`config.mk`:
```
export PLATFORM = sky130hd
export DESIGN_NAME = weight_col_sched_vert_16
export DESIGN_NICKNAME = d
export VERILOG_FILES = /design/src/rtl/weight_col_sched_vert_16_pkg.sv /design/src/rtl/weight_col_sched_vert_16_col_encode_8.sv /design/src/rtl/weight_col_sched_vert_16.sv
export SDC_FILE = /design/constraint.sdc
export NUM_CORES = 1
export LEC_CHECK = 0
export ABC_CLOCK_PERIOD_IN_PS = 8800
export CAP_MARGIN = 20
export CORE_MARGIN = 4
export CORE_UTILIZATION = 50
export CTS_CLUSTER_DIAMETER = 80
export DETAILED_ROUTE_END_ITERATION = 8
export PLACE_DENSITY = 0.74
export SLEW_MARGIN = 40
export SYNTH_ARGS = -nofsm -noshare
export SYNTH_HDL_FRONTEND = slang
export SYNTH_SLANG_ARGS = --single-unit
```
`constraint.sdc`:
```
create_clock -name clk_i -period 8.8 [get_ports clk_i]
set_input_delay 2.2 -clock clk_i [delete_from_list [all_inputs] [get_ports clk_i]]
set_output_delay 2.2 -clock clk_i [all_outputs]
set_load 0.02 [all_outputs]
```
`src/rtl/weight_col_sched_vert_16_pkg.sv`:
```
// Shared constants and FSM state type for the vertical bit-serial MAC weight scheduler.
package weight_col_sched_vert_16_pkg;

  localparam int DATA_WIDTH = 8;   // weight element width = number of column beats
  localparam int VEC_LENGTH = 16;  // weights per vector
  localparam int SEL_WIDTH  = 3;   // per-slot activation select width (0..4)
  localparam int GROUP_SIZE = 8;   // weights per encoder group
  localparam int NUM_SLOTS  = 4;   // MAC slots per group
  localparam int BEAT_COUNT = 9;   // column beats plus one flush beat per vector

  typedef enum logic [1:0] {
    ST_IDLE  = 2'd0,
    ST_COL   = 2'd1,
    ST_FLUSH = 2'd2
  } state_e;

endpackage

```
`src/rtl/weight_col_sched_vert_16_col_encode_8.sv`:
```
// Encodes one 8-bit weight column into four MAC slots plus a skip-zero flag.
// The minority value (ones if at most four are set, otherwise zeros) is encoded,
// so at most four indices ever need a slot.
module col_encode_8
  import weight_col_sched_vert_16_pkg::*;
#(
  parameter int SEL_WIDTH = weight_col_sched_vert_16_pkg::SEL_WIDTH
) (
  input  logic [GROUP_SIZE-1:0]          col_i,
  output logic [NUM_SLOTS*SEL_WIDTH-1:0] sel_o,
  output logic [NUM_SLOTS-1:0]           val_o,
  output logic                           skip_o
);

  logic [3:0]                     cnt;
  logic                           skip;
  logic [GROUP_SIZE-1:0]          pick;
  logic [NUM_SLOTS-1:0]           used;
  logic [NUM_SLOTS*SEL_WIDTH-1:0] sel;
  logic                           placed;

  // Popcount, minority selection and greedy lowest-free-slot assignment.
  always_comb begin
    // NOTE: every variable gets a default before any conditional update, so no latch is inferred.
    cnt    = '0;
    used   = '0;
    sel    = '0;
    placed = 1'b0;
    for (int p = 0; p < GROUP_SIZE; p++) begin
      cnt = cnt + 4'(col_i[p]);
    end
    skip = (cnt <= 4'(NUM_SLOTS));
    pick = skip ? col_i : ~col_i;
    for (int p = 0; p < GROUP_SIZE; p++) begin
      if (pick[p]) begin
        placed = 1'b0;
        // Slot j sees local indices j..j+4, so index p may land in slots p-4..p.
        for (int j = 0; j < NUM_SLOTS; j++) begin
          if (!placed && !used[j] && (j >= p - NUM_SLOTS) && (j <= p)) begin
            used[j]                    = 1'b1;
            sel[j*SEL_WIDTH +: SEL_WIDTH] = SEL_WIDTH'(p - j);
            placed                     = 1'b1;
          end
        end
      end
    end
    sel_o  = sel;
    val_o  = used;
    skip_o = skip;
  end

endmodule

```
`src/rtl/weight_col_sched_vert_16.sv`:
```
// Weight-side encoder for the vertical bit-serial MAC: turns one accepted weight
// vector into eight column beats (LSB first) followed by one flush beat.
module weight_col_sched_vert_16
  import weight_col_sched_vert_16_pkg::*;
#(
  parameter int DATA_WIDTH = weight_col_sched_vert_16_pkg::DATA_WIDTH,
  parameter int VEC_LENGTH = weight_col_sched_vert_16_pkg::VEC_LENGTH,
  parameter int SEL_WIDTH  = weight_col_sched_vert_16_pkg::SEL_WIDTH
) (
  input  logic                             clk_i,
  input  logic                             reset_ni,
  input  logic                             w_valid_i,
  output logic                             w_ready_o,
  input  logic [VEC_LENGTH*DATA_WIDTH-1:0] w_data_i,
  input  logic                             cfg_en_mul_i,
  input  logic                             cfg_is_shift_mul_i,
  input  logic [2:0]                       cfg_mul_const_i,
  input  logic                             stall_i,
  output logic [8*SEL_WIDTH-1:0]           act_sel_o,
  output logic [7:0]                       act_val_o,
  output logic [2:0]                       column_idx_o,
  output logic                             is_msb_o,
  output logic [1:0]                       is_skip_zero_o,
  output logic [2:0]                       mul_const_o,
  output logic                             is_shift_mul_o,
  output logic                             en_mul_o,
  output logic                             en_acc_o,
  output logic                             load_accum_o,
  output logic                             busy_o,
  output logic                             done_o
);

  localparam int              NUM_GROUPS = VEC_LENGTH / GROUP_SIZE;
  localparam logic [2:0]      LAST_COL   = 3'(BEAT_COUNT - 2);

  state_e                          state_q, state_d;
  logic [2:0]                      col_q, col_d;
  logic [VEC_LENGTH*DATA_WIDTH-1:0] w_q, w_d;
  logic                            cfg_en_mul_q, cfg_en_mul_d;
  logic                            cfg_shift_q, cfg_shift_d;
  logic [2:0]                      cfg_const_q, cfg_const_d;

  logic [8*SEL_WIDTH-1:0] act_sel_q, act_sel_d;
  logic [7:0]             act_val_q, act_val_d;
  logic [2:0]             col_idx_q, col_idx_d;
  logic                   is_msb_q, is_msb_d;
  logic [1:0]             skip_q, skip_d;
  logic [2:0]             mul_const_q, mul_const_d;
  logic                   shift_q, shift_d;
  logic                   en_mul_q, en_mul_d;
  logic                   en_acc_q, en_acc_d;
  logic                   load_q, load_d;
  logic                   done_q, done_d;

  logic                             accept;
  logic                             load_col, load_flush, go_idle;
  logic [2:0]                       src_col;
  logic [VEC_LENGTH*DATA_WIDTH-1:0] src_w;
  logic [VEC_LENGTH-1:0]            grp_col;
  logic [8*SEL_WIDTH-1:0]           enc_sel;
  logic [7:0]                       enc_val;
  logic [1:0]                       enc_skip;

  assign w_ready_o = (state_q == ST_IDLE) || ((state_q == ST_FLUSH) && !stall_i);
  assign accept    = w_valid_i && w_ready_o;

  // Select the column for the next beat: column 0 of the incoming vector on accept,
  // otherwise the following column of the captured vector.
  always_comb begin
    src_col = accept ? 3'd0 : col_q + 3'd1;
    src_w   = accept ? w_data_i : w_q;
    grp_col = '0;
    for (int i = 0; i < VEC_LENGTH; i++) begin
      grp_col[i] = src_w[i*DATA_WIDTH + int'(src_col)];
    end
  end

  for (genvar g = 0; g < NUM_GROUPS; g++) begin : g_enc
    col_encode_8 #(.SEL_WIDTH(SEL_WIDTH)) u_enc (
      .col_i  (grp_col[g*GROUP_SIZE +: GROUP_SIZE]),
      .sel_o  (enc_sel[g*NUM_SLOTS*SEL_WIDTH +: NUM_SLOTS*SEL_WIDTH]),
      .val_o  (enc_val[g*NUM_SLOTS +: NUM_SLOTS]),
      .skip_o (enc_skip[g])
    );
  end

  // Next-state logic: capture on handshake, walk the columns, then flush.
  always_comb begin
    state_d      = state_q;
    col_d        = col_q;
    w_d          = w_q;
    cfg_en_mul_d = cfg_en_mul_q;
    cfg_shift_d  = cfg_shift_q;
    cfg_const_d  = cfg_const_q;
    load_col     = 1'b0;
    load_flush   = 1'b0;
    go_idle      = 1'b0;
    if (accept) begin
      state_d      = ST_COL;
      col_d        = 3'd0;
      w_d          = w_data_i;
      cfg_en_mul_d = cfg_en_mul_i;
      cfg_shift_d  = cfg_is_shift_mul_i;
      cfg_const_d  = cfg_mul_const_i;
      load_col     = 1'b1;
    end else begin
      case (state_q)
        ST_IDLE: ;
        ST_COL: begin
          if (!stall_i) begin
            if (col_q == LAST_COL) begin
              state_d    = ST_FLUSH;
              load_flush = 1'b1;
            end else begin
              col_d    = col_q + 3'd1;
              load_col = 1'b1;
            end
          end
        end
        ST_FLUSH: begin
          if (!stall_i) begin
            state_d = ST_IDLE;
            go_idle = 1'b1;
          end
        end
        default: begin
          state_d = ST_IDLE;
          go_idle = 1'b1;
        end
      endcase
    end
  end

  // Beat assembly: column beat, flush beat, or quiet outputs; otherwise hold.
  always_comb begin
    act_sel_d   = act_sel_q;
    act_val_d   = act_val_q;
    col_idx_d   = col_idx_q;
    is_msb_d    = is_msb_q;
    skip_d      = skip_q;
    mul_const_d = mul_const_q;
    shift_d     = shift_q;
    en_mul_d    = en_mul_q;
    en_acc_d    = en_acc_q;
    load_d      = load_q;
    done_d      = done_q;
    if (load_col) begin
      act_sel_d   = enc_sel;
      act_val_d   = enc_val;
      col_idx_d   = src_col;
      is_msb_d    = (src_col == LAST_COL);
      skip_d      = enc_skip;
      mul_const_d = cfg_const_d;
      shift_d     = cfg_shift_d;
      en_mul_d    = (src_col == 3'd0) && cfg_en_mul_d;
      en_acc_d    = 1'b1;
      load_d      = (src_col == 3'd0);
      done_d      = 1'b0;
    end else if (load_flush) begin
      act_sel_d = '0;
      act_val_d = '0;
      col_idx_d = 3'd0;
      is_msb_d  = 1'b0;
      skip_d    = 2'b11;
      en_mul_d  = 1'b0;
      en_acc_d  = 1'b1;
      load_d    = 1'b0;
      done_d    = 1'b1;
    end else if (go_idle) begin
      act_sel_d   = '0;
      act_val_d   = '0;
      col_idx_d   = 3'd0;
      is_msb_d    = 1'b0;
      skip_d      = 2'b00;
      mul_const_d = 3'd0;
      shift_d     = 1'b0;
      en_mul_d    = 1'b0;
      en_acc_d    = 1'b0;
      load_d      = 1'b0;
      done_d      = 1'b0;
    end
  end

  // Sequencing state and the captured vector/config.
  always_ff @(posedge clk_i or negedge reset_ni) begin
    if (!reset_ni) begin
      // NOTE: sequential state uses non-blocking assignment so all registers update together.
      state_q      <= ST_IDLE;
      col_q        <= 3'd0;
      w_q          <= '0;
      cfg_en_mul_q <= 1'b0;
      cfg_shift_q  <= 1'b0;
      cfg_const_q  <= 3'd0;
    end else begin
      state_q      <= state_d;
      col_q        <= col_d;
      w_q          <= w_d;
      cfg_en_mul_q <= cfg_en_mul_d;
      cfg_shift_q  <= cfg_shift_d;
      cfg_const_q  <= cfg_const_d;
    end
  end

  // Registered beat outputs.
  always_ff @(posedge clk_i or negedge reset_ni) begin
    if (!reset_ni) begin
      act_sel_q   <= '0;
      act_val_q   <= '0;
      col_idx_q   <= 3'd0;
      is_msb_q    <= 1'b0;
      skip_q      <= 2'b00;
      mul_const_q <= 3'd0;
      shift_q     <= 1'b0;
      en_mul_q    <= 1'b0;
      en_acc_q    <= 1'b0;
      load_q      <= 1'b0;
      done_q      <= 1'b0;
    end else begin
      act_sel_q   <= act_sel_d;
      act_val_q   <= act_val_d;
      col_idx_q   <= col_idx_d;
      is_msb_q    <= is_msb_d;
      skip_q      <= skip_d;
      mul_const_q <= mul_const_d;
      shift_q     <= shift_d;
      en_mul_q    <= en_mul_d;
      en_acc_q    <= en_acc_d;
      load_q      <= load_d;
      done_q      <= done_d;
    end
  end

  assign act_sel_o      = act_sel_q;
  assign act_val_o      = act_val_q;
  assign column_idx_o   = col_idx_q;
  assign is_msb_o       = is_msb_q;
  assign is_skip_zero_o = skip_q;
  assign mul_const_o    = mul_const_q;
  assign is_shift_mul_o = shift_q;
  assign en_mul_o       = en_mul_q;
  assign load_accum_o   = load_q;
  // A stalled beat is held but must not be consumed downstream.
  assign en_acc_o       = en_acc_q && !stall_i;
  assign done_o         = done_q && !stall_i;
  assign busy_o         = (state_q != ST_IDLE);

endmodule

```
==> impl_metrics.xml <==
<?xml version="1.0" encoding="UTF-8"?>
<metrics>
  <group name="setup_path">
    <metric name="timing.reg2reg.worst_path_depth" unit="">21</metric>
    <metric name="worst_r2r_startpoint" unit="">col_q[0]</metric>
    <metric name="worst_ep_arrival_time" unit="ns">8.68</metric>
    <metric name="timing.critical_path.from" unit="">stall_i</metric>
    <metric name="regToRegSetupSlack" unit="ns">1.57</metric>
    <metric name="crit_path_end_kind" unit="">flop</metric>
    <metric name="timing.critical_path.fanout_max" unit="">12</metric>
    <metric name="worst_setup_path_start_kind" unit="">input port</metric>
    <metric name="reg2reg_to" unit="">act_sel_o[11]</metric>
    <metric name="worstPathRequired" unit="ns">9.12</metric>
    <metric name="critPathKind" unit="">in -&gt; reg</metric>
  </group>
  <group name="layout">
    <metric name="final_core_util" unit="%">66.4</metric>
    <metric name="finish.net_count" unit="">1455</metric>
    <metric name="final_layout_size_suffix_gt1_share" unit="%">11.2</metric>
    <metric name="n_antenna_cell" unit="">0</metric>
    <metric name="flow.area_growth_from_synthesis" unit="%">29.1</metric>
  </group>
  <group name="floorplan">
    <metric name="design.die.area" unit="sq um">22600</metric>
    <metric name="initial_core_util" unit="%">51.5</metric>
    <metric name="dieWidth" unit="microns">150</metric>
    <metric name="num_io_pins" unit="">185</metric>
    <metric name="core_area" unit="sq um">19700</metric>
    <metric name="die_y" unit="microns">150</metric>
    <metric name="core.rowCount" unit="">51</metric>
  </group>
  <group name="yosys">
    <metric name="synth_enable_flop_cells" unit="">0</metric>
    <metric name="ys_ff_latch" unit="">184</metric>
    <metric name="synth_top_area_share" unit="%">45.5</metric>
    <metric name="mappedNetlistArea" unit="sq um">10100</metric>
    <metric name="share_of_async_settable_or_async_resettable_flops_after_synthesis" unit="%">100</metric>
    <metric name="number_of_nets_produced_by_synthesis" unit="">1265</metric>
    <metric name="yosysSeqAreaShare" unit="%">45.5</metric>
    <metric name="ys.flop_type" unit="">sky130_fd_sc_hd__dfrtp_1</metric>
    <metric name="synth_area_per_cell" unit="sq um">9.16</metric>
    <metric name="synth.largest_area_cell" unit="">sky130_fd_sc_hd__dfrtp_1</metric>
    <metric name="synth-warning-count" unit="">0</metric>
    <metric name="postSynthCellCount" unit="">1104</metric>
    <metric name="synthTopCellsByArea" unit="">sky130_fd_sc_hd__dfrtp_1 (46%), sky130_fd_sc_hd__nand2_1 (17%), sky130_fd_sc_hd__mux4_2 (4.7%), sky130_fd_sc_hd__mux2i_1 (2.9%), sky130_fd_sc_hd__xnor2_1 (2.1%)</metric>
    <metric name="synthDistinctLibCells" unit="">81</metric>
  </group>
  <group name="clocking">
    <metric name="cts-buffers-inserted" unit="">17</metric>
    <metric name="cts.hold.buffers_added" unit="">0</metric>
    <metric name="clock_insertion_delay_worst_skew" unit="ns">0.44</metric>
    <metric name="clock_sink_count" unit="">184</metric>
    <metric name="clk_path_buf_depth" unit="">2</metric>
    <metric name="ctsRootBufferMaster" unit="">sky130_fd_sc_hd__clkbuf_16</metric>
    <metric name="clock_tree_from_tritoncts" unit="">done</metric>
    <metric name="postCtsSetupRepairBufs" unit="">0</metric>
    <metric name="cts_max_level" unit="">4</metric>
    <metric name="clk_pin_slew_worst_paths" unit="ns">0.07</metric>
  </group>
  <group name="timing">
    <metric name="final_hold_viol_count" unit="">0</metric>
    <metric name="achievable-frequency" unit="GHz">0.120</metric>
    <metric name="report.final.setup_viol" unit="">0</metric>
    <metric name="slew-limit-headroom" unit="%">48.5</metric>
    <metric name="finalCritPeriodShare" unit="%">95.0</metric>
    <metric name="final_max_slew_viol_count" unit="">0</metric>
    <metric name="timing.final.crit_period" unit="ns">8.36</metric>
    <metric name="maximum_clock_skew_at_final_layout" unit="ns">0.0137</metric>
    <metric name="worst-slew-pin-transition" unit="ns">0.771</metric>
    <metric name="rsz0062_at_grt" unit="">false</metric>
  </group>
  <group name="global_route">
    <metric name="grt_pass1_wl" unit="microns">43700</metric>
    <metric name="grt.total_usage" unit="%">24.6</metric>
    <metric name="grt_overflow" unit="">0</metric>
    <metric name="grt_start_max_net_pins" unit="">88</metric>
    <metric name="antenna_found_initial" unit="">1</metric>
    <metric name="first_global_vias" unit="">8545</metric>
  </group>
  <group name="job">
    <metric name="drv.max_cap_violation_count" unit="">0</metric>
  </group>
  <group name="worst_hold_path">
    <metric name="holdPathStages" unit="">2</metric>
    <metric name="hold_path.startpoint" unit="">w_q[14]</metric>
    <metric name="holdPathEnd" unit="">w_q[14]</metric>
    <metric name="hold_class" unit="">reg -&gt; reg</metric>
  </group>
  <group name="drt">
    <metric name="ant_nets" unit="">0</metric>
    <metric name="routed_wirelength" unit="microns">27100</metric>
    <metric name="routed-via-count" unit="">8543</metric>
    <metric name="number_of_remaining_drc_errors" unit="">0</metric>
    <metric name="routed_via_density" unit="">5.43</metric>
    <metric name="routed_wire_length_per_instance" unit="microns">17.2</metric>
    <metric name="drt-pass1-iter-count" unit="">5</metric>
    <metric name="dr.first_iter.drc_count" unit="">539</metric>
  </group>
  <group name="placed_design">
    <metric name="gpl.final_weighted_congestion" unit="">0.881</metric>
    <metric name="numPortBuffers" unit="">184</metric>
    <metric name="hpwlAfterDp" unit="microns">20300</metric>
  </group>
  <group name="status">
    <metric name="outcome" unit="">finished clean</metric>
  </group>
</metrics>
cell usage in the layout, fill, tap and decap left out, types with 6 or more instances in the layout:
cell type / netlist / final
sky130_fd_sc_hd__nand2_1: 446 / 446
sky130_fd_sc_hd__dfrtp_1: 184 / 183
sky130_fd_sc_hd__clkdlybuf4s50_1: 0 / 183
sky130_fd_sc_hd__buf_4: 1 / 45
sky130_fd_sc_hd__o21ai_0: 33 / 32
sky130_fd_sc_hd__mux2i_1: 29 / 29
sky130_fd_sc_hd__xnor2_1: 24 / 24
sky130_fd_sc_hd__inv_1: 22 / 22
sky130_fd_sc_hd__mux4_2: 21 / 21
sky130_fd_sc_hd__nor2_1: 23 / 21
sky130_fd_sc_hd__a21oi_1: 18 / 18
sky130_fd_sc_hd__clkbuf_16: 0 / 17
sky130_fd_sc_hd__o211ai_1: 16 / 16
sky130_fd_sc_hd__ha_1: 16 / 15
sky130_fd_sc_hd__mux2_2: 14 / 14
sky130_fd_sc_hd__nor3_1: 12 / 12
sky130_fd_sc_hd__nand2b_1: 11 / 11
sky130_fd_sc_hd__a22o_1: 10 / 10
sky130_fd_sc_hd__nand3_1: 9 / 9
sky130_fd_sc_hd__o31ai_1: 8 / 8
sky130_fd_sc_hd__fa_1: 8 / 8
sky130_fd_sc_hd__nor2b_1: 7 / 7
sky130_fd_sc_hd__o21a_1: 7 / 7
sky130_fd_sc_hd__mux2_1: 7 / 7
sky130_fd_sc_hd__o21ai_1: 5 / 6
registers in the layout (all words and copies together) (netlist names), 2 cells and up:
name / flops
act_sel_o: 24
column_idx_o: 3
col_q: 3
w_q: 128
state_q: 2
mul_const_o: 3
is_skip_zero_o: 2
act_val_o: 8
cfg_const_q: 3
Yosys cell counts (9+ instances only):
cell	n
sky130_fd_sc_hd__a21oi_1	18
sky130_fd_sc_hd__a22o_1	10
sky130_fd_sc_hd__buf_1	13
sky130_fd_sc_hd__clkbuf_1	39
sky130_fd_sc_hd__dfrtp_1	184
sky130_fd_sc_hd__ha_1	16
sky130_fd_sc_hd__inv_1	22
sky130_fd_sc_hd__mux2_2	14
sky130_fd_sc_hd__mux2i_1	29
sky130_fd_sc_hd__mux4_2	21
sky130_fd_sc_hd__nand2_1	446
sky130_fd_sc_hd__nand2b_1	11
sky130_fd_sc_hd__nand3_1	9
sky130_fd_sc_hd__nor2_1	23
sky130_fd_sc_hd__nor3_1	12
sky130_fd_sc_hd__o211ai_1	16
sky130_fd_sc_hd__o21ai_0	33
sky130_fd_sc_hd__xnor2_1	24
area by class of cell:
type	instances	area, sq um
timing repair buffer	234	2270
clock buffer	20	457
clock inverter	12	116
inverter	25	93.8
fill	1622	6600
multi-input combinational	832	5180
tap	265	332
sequential	184	4610
per-stage QoR:
stage	instance area [sq um]	cells	setup TNS [ns]	hold WS, ns	setup slack (ns)
after floorplan	10100	1104	0	0.436	0.0168
after CTS	13000	1572	0	0.475	0.356
after global placement	12400	1539	0	0.452	0.120
final	13100	1572	0	0.471	0.440
after detailed placement	12500	1540	-0.0874	0.457	-0.0806
after global routing	13100	1572	0	0.494	0.0233
critical path, stage by stage:
cell and delay [ns]:
sky130_fd_sc_hd__clkdlybuf4s50_1 0.52, sky130_fd_sc_hd__a21o_2 0.23, sky130_fd_sc_hd__inv_2 0.07, sky130_fd_sc_hd__nand2_4 0.09
sky130_fd_sc_hd__buf_4 0.19, sky130_fd_sc_hd__mux2_2 0.36, sky130_fd_sc_hd__mux2i_1 0.12, sky130_fd_sc_hd__nand2b_1 0.13
sky130_fd_sc_hd__o211ai_1 0.10, sky130_fd_sc_hd__o21a_1 0.14, sky130_fd_sc_hd__ha_1 0.29, sky130_fd_sc_hd__inv_1 0.06
sky130_fd_sc_hd__fa_1 0.51, sky130_fd_sc_hd__fa_1 0.42, sky130_fd_sc_hd__fa_1 0.42, sky130_fd_sc_hd__fa_1 0.40
sky130_fd_sc_hd__xnor2_1 0.20, sky130_fd_sc_hd__and2_1 0.22, sky130_fd_sc_hd__nor2_4 0.06, sky130_fd_sc_hd__xnor2_1 0.25
sky130_fd_sc_hd__ha_1 0.26, sky130_fd_sc_hd__inv_1 0.07, sky130_fd_sc_hd__o21ai_0 0.10, sky130_fd_sc_hd__a2111oi_2 0.08
sky130_fd_sc_hd__or2_1 0.26, sky130_fd_sc_hd__o32a_4 0.39, sky130_fd_sc_hd__maj3_2 0.31, sky130_fd_sc_hd__a32o_1 0.22
metal layers:
layer | part of all wire [%] | up-vias | global-route usage [%]
li1 | - | 4146 | -
met1 | 45 | 4096 | 34.0
met2 | 47 | 260 | 39.6
met3 | 6.4 | 39 | 5.03
met4 | 1.6 | 2 | 7.04
met5 | 0.041 | - | 0
cells by family after synthesis:
| group | after synthesis | synth area share, % |
|---|---|---|
| and+or+nand+nor | 534 | 21.3 |
| DFF | 184 | 45.5 |
| xor gates and xnor gates | 29 | 2.81 |
| AOI/OAI and AO/OA | 169 | 12.4 |
| buffers and inverters | 88 | 3.74 |
| adders and majority gates | 26 | 3.77 |
| muxes | 74 | 10.5 |
worst max path at each step:
stage	endpoint	slack [ns]	depth (start not counted)
6_report	act_sel_o[11]	0.44	28
5_1_grt	act_sel_o[11]	0.02	23
4_1_cts	act_sel_o[11]	0.36	28
3_5_place_dp	act_sel_o[11]	-0.08	28
3_3_place_gp	act_sel_o[11]	0.12	28
2_1_floorplan	act_val_o[7]	0.02	30
timing repair:
action                                 4_1_cts  5_1_grt
resized for setup                            0        2
endpoints found under the hold margin        0        0
setup endpoints to repair                    0        4
Power is not shown: default switching activity piles up to over one toggle a cycle in this logic, so the estimate is an artifact.
